`src/rtl/alu_2bit_pkg.sv`:
```
// Shared opcodes, mode constants and arithmetic operand decode for the 74181-style ALU.
// Used by alu_2bit_core and alu_2bit (optional ALU_AEQB_EN lives in those files).
package alu_2bit_pkg;

  localparam logic MODE_LOGIC = 1'b1;
  localparam logic MODE_ARITH = 1'b0;

  // Arithmetic-mode opcodes (m = 0)
  localparam logic [3:0] OP_ARITH_A            = 4'b0000;
  localparam logic [3:0] OP_ARITH_A_OR_B       = 4'b0001;
  localparam logic [3:0] OP_ARITH_A_OR_NB      = 4'b0010;
  localparam logic [3:0] OP_ARITH_MINUS1       = 4'b0011;
  localparam logic [3:0] OP_ARITH_A_P_ANB      = 4'b0100;
  localparam logic [3:0] OP_ARITH_AOB_P_ANB    = 4'b0101;
  localparam logic [3:0] OP_SUB                = 4'b0110;
  localparam logic [3:0] OP_ARITH_ANB_M1       = 4'b0111;
  localparam logic [3:0] OP_ARITH_A_P_AB       = 4'b1000;
  localparam logic [3:0] OP_ADD                = 4'b1001;
  localparam logic [3:0] OP_ARITH_AONB_P_AB    = 4'b1010;
  localparam logic [3:0] OP_ARITH_AB_M1        = 4'b1011;
  localparam logic [3:0] OP_ARITH_DOUBLE       = 4'b1100;
  localparam logic [3:0] OP_ARITH_AOB_P_A      = 4'b1101;
  localparam logic [3:0] OP_ARITH_AONB_P_A     = 4'b1110;
  localparam logic [3:0] OP_ARITH_DEC          = 4'b1111;

  // Logic-mode opcodes (m = 1)
  localparam logic [3:0] OP_NOT_A   = 4'b0000;
  localparam logic [3:0] OP_NOR     = 4'b0001;
  localparam logic [3:0] OP_NA_AND_B = 4'b0010;
  localparam logic [3:0] OP_ZERO    = 4'b0011;
  localparam logic [3:0] OP_NAND    = 4'b0100;
  localparam logic [3:0] OP_NOT_B   = 4'b0101;
  localparam logic [3:0] OP_XOR     = 4'b0110;
  localparam logic [3:0] OP_A_AND_NB = 4'b0111;
  localparam logic [3:0] OP_NA_OR_B = 4'b1000;
  localparam logic [3:0] OP_XNOR    = 4'b1001;
  localparam logic [3:0] OP_PASS_B  = 4'b1010;
  localparam logic [3:0] OP_AND     = 4'b1011;
  localparam logic [3:0] OP_ONES    = 4'b1100;
  localparam logic [3:0] OP_A_OR_NB = 4'b1101;
  localparam logic [3:0] OP_OR      = 4'b1110;
  localparam logic [3:0] OP_PASS_A  = 4'b1111;

  typedef enum logic [2:0] {
    XSelA,
    XSelAOrB,
    XSelAOrNb,
    XSelOnes,
    XSelAAndNb,
    XSelAAndB
  } x_sel_e;

  typedef enum logic [2:0] {
    YSelZero,
    YSelAAndNb,
    YSelNb,
    YSelOnes,
    YSelAAndB,
    YSelB,
    YSelA
  } y_sel_e;

  typedef struct packed {
    x_sel_e x;
    y_sel_e y;
  } arith_sel_t;

  // Map an arithmetic opcode to the pair of adder operands, sum = X + Y + cin.
  function automatic arith_sel_t decode_arith(input logic [3:0] s);
    arith_sel_t sel;
    sel.x = XSelA;
    sel.y = YSelZero;
    case (s)
      OP_ARITH_A:         begin sel.x = XSelA;      sel.y = YSelZero;   end
      OP_ARITH_A_OR_B:    begin sel.x = XSelAOrB;   sel.y = YSelZero;   end
      OP_ARITH_A_OR_NB:   begin sel.x = XSelAOrNb;  sel.y = YSelZero;   end
      OP_ARITH_MINUS1:    begin sel.x = XSelOnes;   sel.y = YSelZero;   end
      OP_ARITH_A_P_ANB:   begin sel.x = XSelA;      sel.y = YSelAAndNb; end
      OP_ARITH_AOB_P_ANB: begin sel.x = XSelAOrB;   sel.y = YSelAAndNb; end
      OP_SUB:             begin sel.x = XSelA;      sel.y = YSelNb;     end
      OP_ARITH_ANB_M1:    begin sel.x = XSelAAndNb; sel.y = YSelOnes;   end
      OP_ARITH_A_P_AB:    begin sel.x = XSelA;      sel.y = YSelAAndB;  end
      OP_ADD:             begin sel.x = XSelA;      sel.y = YSelB;      end
      OP_ARITH_AONB_P_AB: begin sel.x = XSelAOrNb;  sel.y = YSelAAndB;  end
      OP_ARITH_AB_M1:     begin sel.x = XSelAAndB;  sel.y = YSelOnes;   end
      OP_ARITH_DOUBLE:    begin sel.x = XSelA;      sel.y = YSelA;      end
      OP_ARITH_AOB_P_A:   begin sel.x = XSelAOrB;   sel.y = YSelA;      end
      OP_ARITH_AONB_P_A:  begin sel.x = XSelAOrNb;  sel.y = YSelA;      end
      OP_ARITH_DEC:       begin sel.x = XSelA;      sel.y = YSelOnes;   end
      default:            begin sel.x = XSelA;      sel.y = YSelZero;   end
    endcase
    return sel;
  endfunction

endpackage

```
`src/rtl/alu_2bit_core.sv`:
```
// Combinational 74181-style function core: next f/cout from a, b, s, m, cin.
// With ALU_AEQB_EN defined it also produces the all-ones (A=B) flag.
module alu_2bit_core
  import alu_2bit_pkg::*;
#(
  parameter int unsigned WIDTH = 2
) (
  input  logic [WIDTH-1:0] a_i,
  input  logic [WIDTH-1:0] b_i,
  input  logic [3:0]       s_i,
  input  logic             m_i,
  input  logic             cin_i,
`ifdef ALU_AEQB_EN
  output logic             aeqb_o,
`endif
  output logic [WIDTH-1:0] f_o,
  output logic             cout_o
);

  localparam logic [WIDTH-1:0] Ones = {WIDTH{1'b1}};

  arith_sel_t       sel;
  logic [WIDTH-1:0] nb;
  logic [WIDTH-1:0] x_op;
  logic [WIDTH-1:0] y_op;
  logic [WIDTH:0]   sum;
  logic [WIDTH-1:0] logic_f;

  assign nb  = ~b_i;
  assign sel = decode_arith(s_i);

  always_comb begin
    x_op = a_i;
    case (sel.x)
      XSelA:      x_op = a_i;
      XSelAOrB:   x_op = a_i | b_i;
      XSelAOrNb:  x_op = a_i | nb;
      XSelOnes:   x_op = Ones;
      XSelAAndNb: x_op = a_i & nb;
      XSelAAndB:  x_op = a_i & b_i;
      default:    x_op = a_i;
    endcase
  end

  always_comb begin
    y_op = '0;
    case (sel.y)
      YSelZero:   y_op = '0;
      YSelAAndNb: y_op = a_i & nb;
      YSelNb:     y_op = nb;
      YSelOnes:   y_op = Ones;
      YSelAAndB:  y_op = a_i & b_i;
      YSelB:      y_op = b_i;
      YSelA:      y_op = a_i;
      default:    y_op = '0;
    endcase
  end

  // One extra bit so the carry out of the MSB falls into sum[WIDTH].
  assign sum = {1'b0, x_op} + {1'b0, y_op} + {{WIDTH{1'b0}}, cin_i};

  always_comb begin
    logic_f = '0;
    case (s_i)
      OP_NOT_A:    logic_f = ~a_i;
      OP_NOR:      logic_f = ~(a_i | b_i);
      OP_NA_AND_B: logic_f = ~a_i & b_i;
      OP_ZERO:     logic_f = '0;
      OP_NAND:     logic_f = ~(a_i & b_i);
      OP_NOT_B:    logic_f = nb;
      OP_XOR:      logic_f = a_i ^ b_i;
      OP_A_AND_NB: logic_f = a_i & nb;
      OP_NA_OR_B:  logic_f = ~a_i | b_i;
      OP_XNOR:     logic_f = ~(a_i ^ b_i);
      OP_PASS_B:   logic_f = b_i;
      OP_AND:      logic_f = a_i & b_i;
      OP_ONES:     logic_f = Ones;
      OP_A_OR_NB:  logic_f = a_i | nb;
      OP_OR:       logic_f = a_i | b_i;
      OP_PASS_A:   logic_f = a_i;
      default:     logic_f = '0;
    endcase
  end

  always_comb begin
    f_o    = sum[WIDTH-1:0];
    cout_o = sum[WIDTH];
    if (m_i == MODE_LOGIC) begin
      f_o    = logic_f;
      cout_o = 1'b0;
    end
  end

`ifdef ALU_AEQB_EN
  assign aeqb_o = &f_o;
`endif

endmodule

```
`src/rtl/alu_2bit.sv`:
```
// Registered 74181-style ALU slice: core result captured every clock, one-cycle latency.
// Optional ALU_AEQB_EN adds the registered all-ones flag output aeqb.
module alu_2bit
  import alu_2bit_pkg::*;
#(
  parameter int unsigned WIDTH = 2
) (
  input  logic             clk,
  input  logic             rst_n,
  input  logic [WIDTH-1:0] a,
  input  logic [WIDTH-1:0] b,
  input  logic [3:0]       s,
  input  logic             m,
  input  logic             cin,
`ifdef ALU_AEQB_EN
  output logic             aeqb,
`endif
  output logic [WIDTH-1:0] f,
  output logic             cout
);

  logic [WIDTH-1:0] f_d, f_q;
  logic             cout_d, cout_q;

`ifdef ALU_AEQB_EN
  logic aeqb_d, aeqb_q;
`endif

  alu_2bit_core #(
    .WIDTH (WIDTH)
  ) u_core (
    .a_i    (a),
    .b_i    (b),
    .s_i    (s),
    .m_i    (m),
    .cin_i  (cin),
`ifdef ALU_AEQB_EN
    .aeqb_o (aeqb_d),
`endif
    .f_o    (f_d),
    .cout_o (cout_d)
  );

  always_ff @(posedge clk or negedge rst_n) begin
    if (!rst_n) begin
      f_q    <= '0;
      cout_q <= 1'b0;
    end else begin
      f_q    <= f_d;
      cout_q <= cout_d;
    end
  end

`ifdef ALU_AEQB_EN
  always_ff @(posedge clk or negedge rst_n) begin
    if (!rst_n) begin
      aeqb_q <= 1'b0;
    end else begin
      aeqb_q <= aeqb_d;
    end
  end

  assign aeqb = aeqb_q;
`endif

  assign f    = f_q;
  assign cout = cout_q;

endmodule

```
`config.mk`:
```
export PLATFORM = sky130hd
export DESIGN_NAME = alu_2bit
export DESIGN_NICKNAME = d
export VERILOG_FILES = /design/src/rtl/alu_2bit_pkg.sv /design/src/rtl/alu_2bit_core.sv /design/src/rtl/alu_2bit.sv
export SDC_FILE = /design/constraint.sdc
export NUM_CORES = 1
export LEC_CHECK = 0
export CAP_MARGIN = 20
export CELL_PAD_IN_SITES_DETAIL_PLACEMENT = 0
export CELL_PAD_IN_SITES_GLOBAL_PLACEMENT = 1
export CORE_MARGIN = 1
export CORE_UTILIZATION = 38
export CTS_CLUSTER_DIAMETER = 80
export CTS_CLUSTER_SIZE = 14
export DETAILED_ROUTE_END_ITERATION = 6
export PLACE_DENSITY = 0.86
export SLEW_MARGIN = 10
export SYNTH_ARGS = -nofsm -noshare
export SYNTH_HDL_FRONTEND = slang
export SYNTH_SLANG_ARGS = --single-unit
```
`constraint.sdc`:
```
create_clock -name clk -period 0.8 [get_ports clk]
set_input_delay 0.16 -clock clk [delete_from_list [all_inputs] [get_ports clk]]
set_output_delay 0.16 -clock clk [all_outputs]
set_load 0.01 [all_outputs]
```
Yosys cells after proc, flatten, opt, wreduce, memory -nomap -nowiden --
Memory sizes are Yosys's and may differ from the RTL's. Cells that the tools add are included.
Cells by class: add/subtract/negate cells 2, equality and inequality tests 26, muxes and demuxes 5, bitwise gates (word level) 12, reductions and logical operators 1
Operator list (count):
- $eq A4 B4 Y1 const B | 8
- $pmux W2 S16 | 1
- $eq A4 B3 Y1 const B | 4
- $eq A3 B3 Y1 const B | 5
- $eq A3 B2 Y1 const B | 4
- $pmux W2 S6 | 1
- $not A2 Y2 | 5
- $pmux W2 S5 | 1
- $eq A4 B2 Y1 const B | 2
- $and A2 B2 Y2 | 3
- $eq A3 B1 Y1 const B | 2
- $or A2 B2 Y2 | 3
- $eq A4 B1 Y1 const B | 1
- $logic_not A4 Y1 | 1
- $add A2 B2 Y3 | 1
- $add A3 B1 Y3 | 1
- $mux W2 | 1
- $xor A2 B2 Y2 | 1
- $mux W1 | 1
Storage, ports and cells: bits in registers 3, ROM bits 96, input port bits 12, output and inout port bits 3, logic and storage cells 49, memories kept 1
Memories:
- (name not given) | words 16, width 6, rd ports 1, clocked after memory_dff 0, wr ports 0, line alu_2bit_pkg.sv:73 | case (s)

Logic depth before layout (Yosys ltp) --
Gate-level depths: netlist of the first run.
depth in word-level cells 6, gate-level depth with buffers 11, mapped depth without buffers 11

Hierarchy --
A second synthesis of the first run with hierarchy kept.
Unflattened totals: cells, all modules 112, area total of the unflattened synthesis 820.8 um^2
By module, submodules not included:
- alu_2bit_core | times used 1, cells an instance 109, area each 745.7 um^2, seq. area each 0.0 um^2
- alu_2bit | times used 1, cells an instance 3, area each 75.1 um^2, seq. area each 75.1 um^2

Least setup slack after synthesis of the first run --
Ideal clock, no wire load.
path type input-to-reg, start input s[0], end register f_q[1] (netlist: f[1]), setup time 137 ps, arrival 2162 ps, required time 663 ps, setup slack -1499 ps, stages 10, path buffers 2, path through buf_4 buf_2 o21ai_0 o221ai_1 a221oi_1 fa_1 inv_1 fa_1 a2111oi_1 a21oi_1
On the way: cells in the longest elaborated chain, start to end 6, elaborated cells on any way between the ends 34, those cells by class 2 x add/sub; 26 x eq/ne; 4 x mux; 1 x reduce/logical; 1 x memory
Ends and longest elaborated chain:
- start, declared | line alu_2bit.sv:12 | input logic [3:0] s,
- $mem_v2 Z16 W6
- $eq A3 B3 Y1, or another cell as far along | line alu_2bit_core.sv:47 | case (sel.y)
- $pmux W2 S6 / $pmux W2 S5 (equally long branches) | line alu_2bit_core.sv:47, alu_2bit_core.sv:34
- $add A2 B2 Y3 | line alu_2bit_core.sv:60 | assign sum = {1'b0, x_op} + {1'b0, y_op} + {{WIDTH{1'b0}}, cin_i};
- $add A3 B1 Y3 | line alu_2bit_core.sv:60
- $mux W2 * | line alu_2bit_core.sv:88 | if (m_i == MODE_LOGIC) begin
- named net f_d[1] | line alu_2bit.sv:22 | logic [WIDTH-1:0] f_d, f_q;
- end signal, assigned | line alu_2bit.sv:46 | f_q <= '0;
- end signal, assigned | line alu_2bit.sv:49 | f_q <= f_d;
- end, declared | line alu_2bit.sv:22
Mark *: on every way through the listed nets, which the timed path passes. The rest lies on a longest branch.

Worst setup path in the final report of the first run --
start input s[2], end register f_q[1] (netlist: f[1])
The elaborated chain is that of the path after synthesis.

==> impl_metrics.toml, run 1 <==
[logic_synthesis]
synth-seq-area-share_pct = 8.61
synthTopCellsByArea = "ha_1, dfrtp_1, a21oi_1"
syn_area_per_cell_um2 = 7.27
synth_top_area_share_pct = 11.5
ys_seq_elements = 3
yosys_warnings = 0
synthArstFlopShare_pct = 100
yosysUniqueCellTypes = 42
synth_fp_nets = 142
yosys.area.top_type = "ha_1"
synth_area_um2 = 872
synth_cells = 120
synth_flop_cell = "dfrtp_1"
synth_edf_count = 0

[clocking]
cts_tree = "yes"
clock_sink_count = 3
cts_max_path_buffers = 2
path_clk_slew_ns = 0.04
cts-root-buf = "clkbuf_4"
holdBufCountCts = 0
cts_buffers = 3
htree_levels = 1

[die]
core.rowCount = 16
dieWidth_um = 49.9
start_util_pct = 42.3
die_h_um = 49.9
core_um2 = 2060
die_area_um2 = 2490
io_pins = 15

[drt]
post_drt_via_cell_ratio = 5.75
drc = 0
wl_per_cell_um = 15.4
drtIter0Drc = 34
wl_mm = 3.13
antenna_left = 0
vias = 1168
drt-pass1-iter-count = 4

[setup_path]
endpoint_kind = "flop"
start_kind = "input port"
cp_slowest_cell = "fa_2"
cp_max_fo = 4
critPathLaunch = "s[2]"
crit_buf_inv = 2
cp_cell_sequence = "buf_8 > and2b_4 > a22oi_2 > or2_1 > o221ai_2 > a221oi_2 > fa_2 > inv_2 > fa_2 > a2111oi_4 > a21oi_1"
cp.required_ns = 0.91
cp_num_cells = 11
crit_end = "f[1]$_DFF_PN0_"
worst-setup-path-type = "input port to flop"
path_delay_family = "adder cells"
cp.arrival_ns = 2.28
max_stage_delay_ns = 0.47
cp_common_cell = "fa_2"

[pwr]
powerDensity_nw_per_um2 = 888
finalPower_uw = 1360
vdd_drop_max_mv = 0.716
p_leak_uw = 0.000683

[place]
dp_hpwl_mm = 2.31
io_buffers = 14
place_area_um2 = 1360
gp_congestion = 0.952

[sta]
finalCritPeriodShare_pct = 271
relSlewSlack_pct = 64.2
final_hold_viol_count = 0
drv_slew = 0
setup_ws_ns = -1.36
worst-slew-pin-transition_ns = 0.524
rsz0062_at_grt = "true"
setup_violations = 6
holdWs_ns = 0.102
fmax_ghz = 0.462
period_minus_slack_ns = 2.16
timing.setup.tns_ns = -3.42

[status]
status = "finished with violations"
violations = "setup timing"

[job]
max_cap_viol_count = 0

[grt]
grt_pass1_wl_mm = 5.04
grt_pass1_vias = 1134
track_usage_pct = 26.3
antenna_found_initial = 0
grt-ovfl-total = 0
grt_max_degree = 15

[layout]
final_cell_mix = "buf_4, nor2_1, a21oi_1"
num-nets-final = 199
diodes = 0
finalInstanceArea_um2 = 1530
syn2layout_area_growth_pct = 75.3
fillers = 152
post_route_cells_drive_above_1_share_pct = 51.1
layout_commonest_cell = "buf_4"

[min_path]
hold_path.class = "input port to asynchronous set/reset pin"
[Yosys cell counts (2+ instances only)]
cell,n
nor2_1,10
a21oi_1,9
inv_1,9
ha_1,8
nand2_1,7
a22oi_1,6
nor2b_1,6
o21ai_0,6
buf_2,5
and3_1,4
buf_4,3
dfrtp_1,3
nand2b_1,3
nor3_1,3
o21ai_1,3
o221ai_1,3
a2111oi_0,2
a211oi_1,2
a311oi_1,2
fa_1,2
nand3_1,2
o31a_1,2
[logic make-up after synthesis]
logic type | synth area share [%]
simple gates | 24.8
mux | 2.44
flops | 8.61
fa+ha+maj | 16.1
buf+inv | 9.75
compound gates | 38.3
[metrics by stage]
stage	std cells	util (%)	setup WS (ns)
5_1_grt	203	74.2	-1.47
3_3_place_gp	197	66.1	-2.00
3_5_place_dp	197	66.1	-2.11
2_1_floorplan	120	-	-1.40
4_1_cts	202	70.2	-1.45
6_report	203	74.2	-1.36
[power breakdown]
group          internal, µW  switching, µW
Combinational           475            422
Sequential              180           5.45
Clock                   188           87.8
Total                   842            515
[state kept, by name, indices dropped and copies added (netlist names)]
signal / count
f: 2
cout: 1
[layout make-up]
class | count | area, µm² | share of cell area, %
Multi-Input combinational cell | 99 | 845 | 55.2
Timing Repair Buffer | 60 | 507 | 33.1
Sequential cell | 3 | 75.1 | 4.91
Inverter | 10 | 42.5 | 2.78
Tap cell | 27 | 33.8 | 2.21
Clock buffer | 4 | 26.3 | 1.72
[worst min path at each step]
stage | end | start | slack (ns) | depth (start not counted)
after global routing | f[0]$_DFF_PN0_ | rst_n | 0.11 | 1
final | cout$_DFF_PN0_ | rst_n | 0.10 | 1
after floorplan | cout$_DFF_PN0_ | rst_n | -0.14 | 0
after detailed placement | f[0]$_DFF_PN0_ | rst_n | 0.36 | 1
after CTS | f[0]$_DFF_PN0_ | rst_n | 0.11 | 1
after global placement | cout$_DFF_PN0_ | rst_n | 0.35 | 1
[what timing repair did]
| item | 4_1_cts | 5_1_grt |
|---|---|---|
| setup buffers | 1 | 1 |
| endpoints found under the setup margin | 6 | 6 |
| pin swaps | 12 | 8 |
| gates resized for setup | 67 | 16 |
[metal layers]
metal | up-vias | GRT usage, % | share of wire, %
met3 | 6 | 2.78 | 5.0
met1 | 558 | 34.9 | 45
met2 | 40 | 43.2 | 48
li1 | 564 | - | -
met4 | 0 | 9.52 | 1.8
met5 | - | 0 | 0
Power figures use the tool's default switching activity.
==> run 2: changes to the inputs <==
CORE_ASPECT_RATIO = 2   (was unset)
CORE_UTILIZATION = 30   (was 38)
PLACE_DENSITY = 0.71   (was 0.86)
TNS_END_PERCENT = 5   (was unset)
==> impl_metrics.toml, run 2 (synthesized netlist as in run 1, its figures left out) <==
[sta]
worst-slew-pin-transition_ns = 0.574
holdWs_ns = 0.134
relSlewSlack_pct = 60.7
fmax_ghz = 0.449
setup_ws_ns = -1.43
setup_violations = 6
drv_slew = 0
final_hold_viol_count = 0
rsz0062_at_grt = "true"
timing.setup.tns_ns = -3.59
period_minus_slack_ns = 2.23
finalCritPeriodShare_pct = 278

[clocking]
cts_max_path_buffers = 2
htree_levels = 1
path_clk_slew_ns = 0.03
cts-root-buf = "clkbuf_8"
cts_tree = "yes"
clock_sink_count = 3
cts_buffers = 3

[drt]
vias = 1248
post_drt_via_cell_ratio = 5.80
antenna_left = 0
drt-pass1-iter-count = 4
drc = 0
wl_mm = 3.75
wl_per_cell_um = 17.4
drtIter0Drc = 51

[pwr]
clock_power_share_pct = 27.3
p_leak_uw = 0.000751
combPwrFrac_pct = 60.8
seqPwrFrac_pct = 11.9
finalPower_uw = 1600
powerDensity_nw_per_um2 = 970
vdd_drop_max_mv = 0.435
switching_power_uw = 559
p_int_uw = 1040
switching_share_pct = 35.0

[grt]
track_usage_pct = 26.5
grt-ovfl-total = 0
grt_pass1_wl_mm = 5.85
grt_pass1_vias = 1270
antenna_found_initial = 0
grt_max_degree = 16

[setup_path]
endpoint_kind = "flop"
cp.arrival_ns = 2.31
worst-setup-path-type = "input port to flop"
start_kind = "input port"
critPathLaunch = "s[2]"
cp_max_fo = 4
cp.required_ns = 0.89

[layout]
finalInstanceArea_um2 = 1650
syn2layout_area_growth_pct = 89.0
largest_reg_flops = 2
fillers = 240
post_route_cells_drive_above_1_share_pct = 52.2
final_cell_mix = "buf_4, nor2_1, buf_6"
layout_commonest_cell = "buf_4"
num-nets-final = 209
diodes = 0

[die]
io_pins = 15
core_um2 = 2770
start_util_pct = 31.5
die_h_um = 78.3
dieWidth_um = 40.1
die_area_um2 = 3140
core.rowCount = 27

[place]
place_area_um2 = 1340
io_buffers = 14
dp_slack_ns = -2.14
dp_hpwl_mm = 2.53
gp_congestion = 0.879

[min_path]
hold_path.class = "input port to asynchronous set/reset pin"

[status]
violations = "setup timing"
status = "finished with violations"

[job]
max_cap_viol_count = 0
-- run 2: cell count changes in the layout (fill, tap and decap cells not counted), sizes merged --
cell,before,now
buf,55,66
dlygate4sd2,1,0
-- run 2: timing repair --
item	CTS	global route
pin swaps	16	6
setup endpoints to repair	6	6
hold buffers	0	0
gates resized for setup	89	6
buffers inserted	13	0
-- run 2: final timing paths --
check                                 end
min in group clk           f[0]$_DFF_PN0_
max                        f[1]$_DFF_PN0_
max in group asynchronous  f[0]$_DFF_PN0_
min                        f[1]$_DFF_PN0_
-- run 2: metal layers --
| layer | wire length, µm | GRT usage (%) |
|---|---|---|
| met4 | 196 | 20.0 |
| met1 | 1280 | 26.7 |
| met5 | 0 | 0 |
| met3 | 186 | 3.11 |
| met2 | 2080 | 44.7 |
-- run 2: power groups by stage --
stage               Combinational (µW)  Sequential [µW]  Clock, µW
floorplan                          382              204          0
global placement                   763              189          0
detailed placement                 778              190          0
CTS                                890              187        448
global route                      1040              194        457
finish                             972              190        437
-- run 2: metrics by stage --
stage	cells	utilization, %
after detailed placement	198	48.3
after global placement	198	48.3
after CTS	215	58.1
final	215	59.5
after global routing	215	59.5
after floorplan	120	-
-- run 2: layout make-up --
class / count / area (µm²) / share of cell area [%]
clock buffer: 4 / 45.0 / 2.73
timing repair buffer: 70 / 596 / 36.1
sequential: 3 / 75.1 / 4.56
tap: 29 / 36.3 / 2.20
multi-input combinational: 99 / 856 / 51.9
inverter: 10 / 40.0 / 2.43
-- run 2: worst max-delay path: stages --
cell and delay (ns):
buf_8 0.10, and2b_4 0.25, a22oi_2 0.08, or2_1 0.26, o221ai_2 0.08, a221oi_2 0.07, fa_2 0.39, inv_2 0.06
fa_2 0.46, a2111oi_4 0.30, a21oi_1 0.10
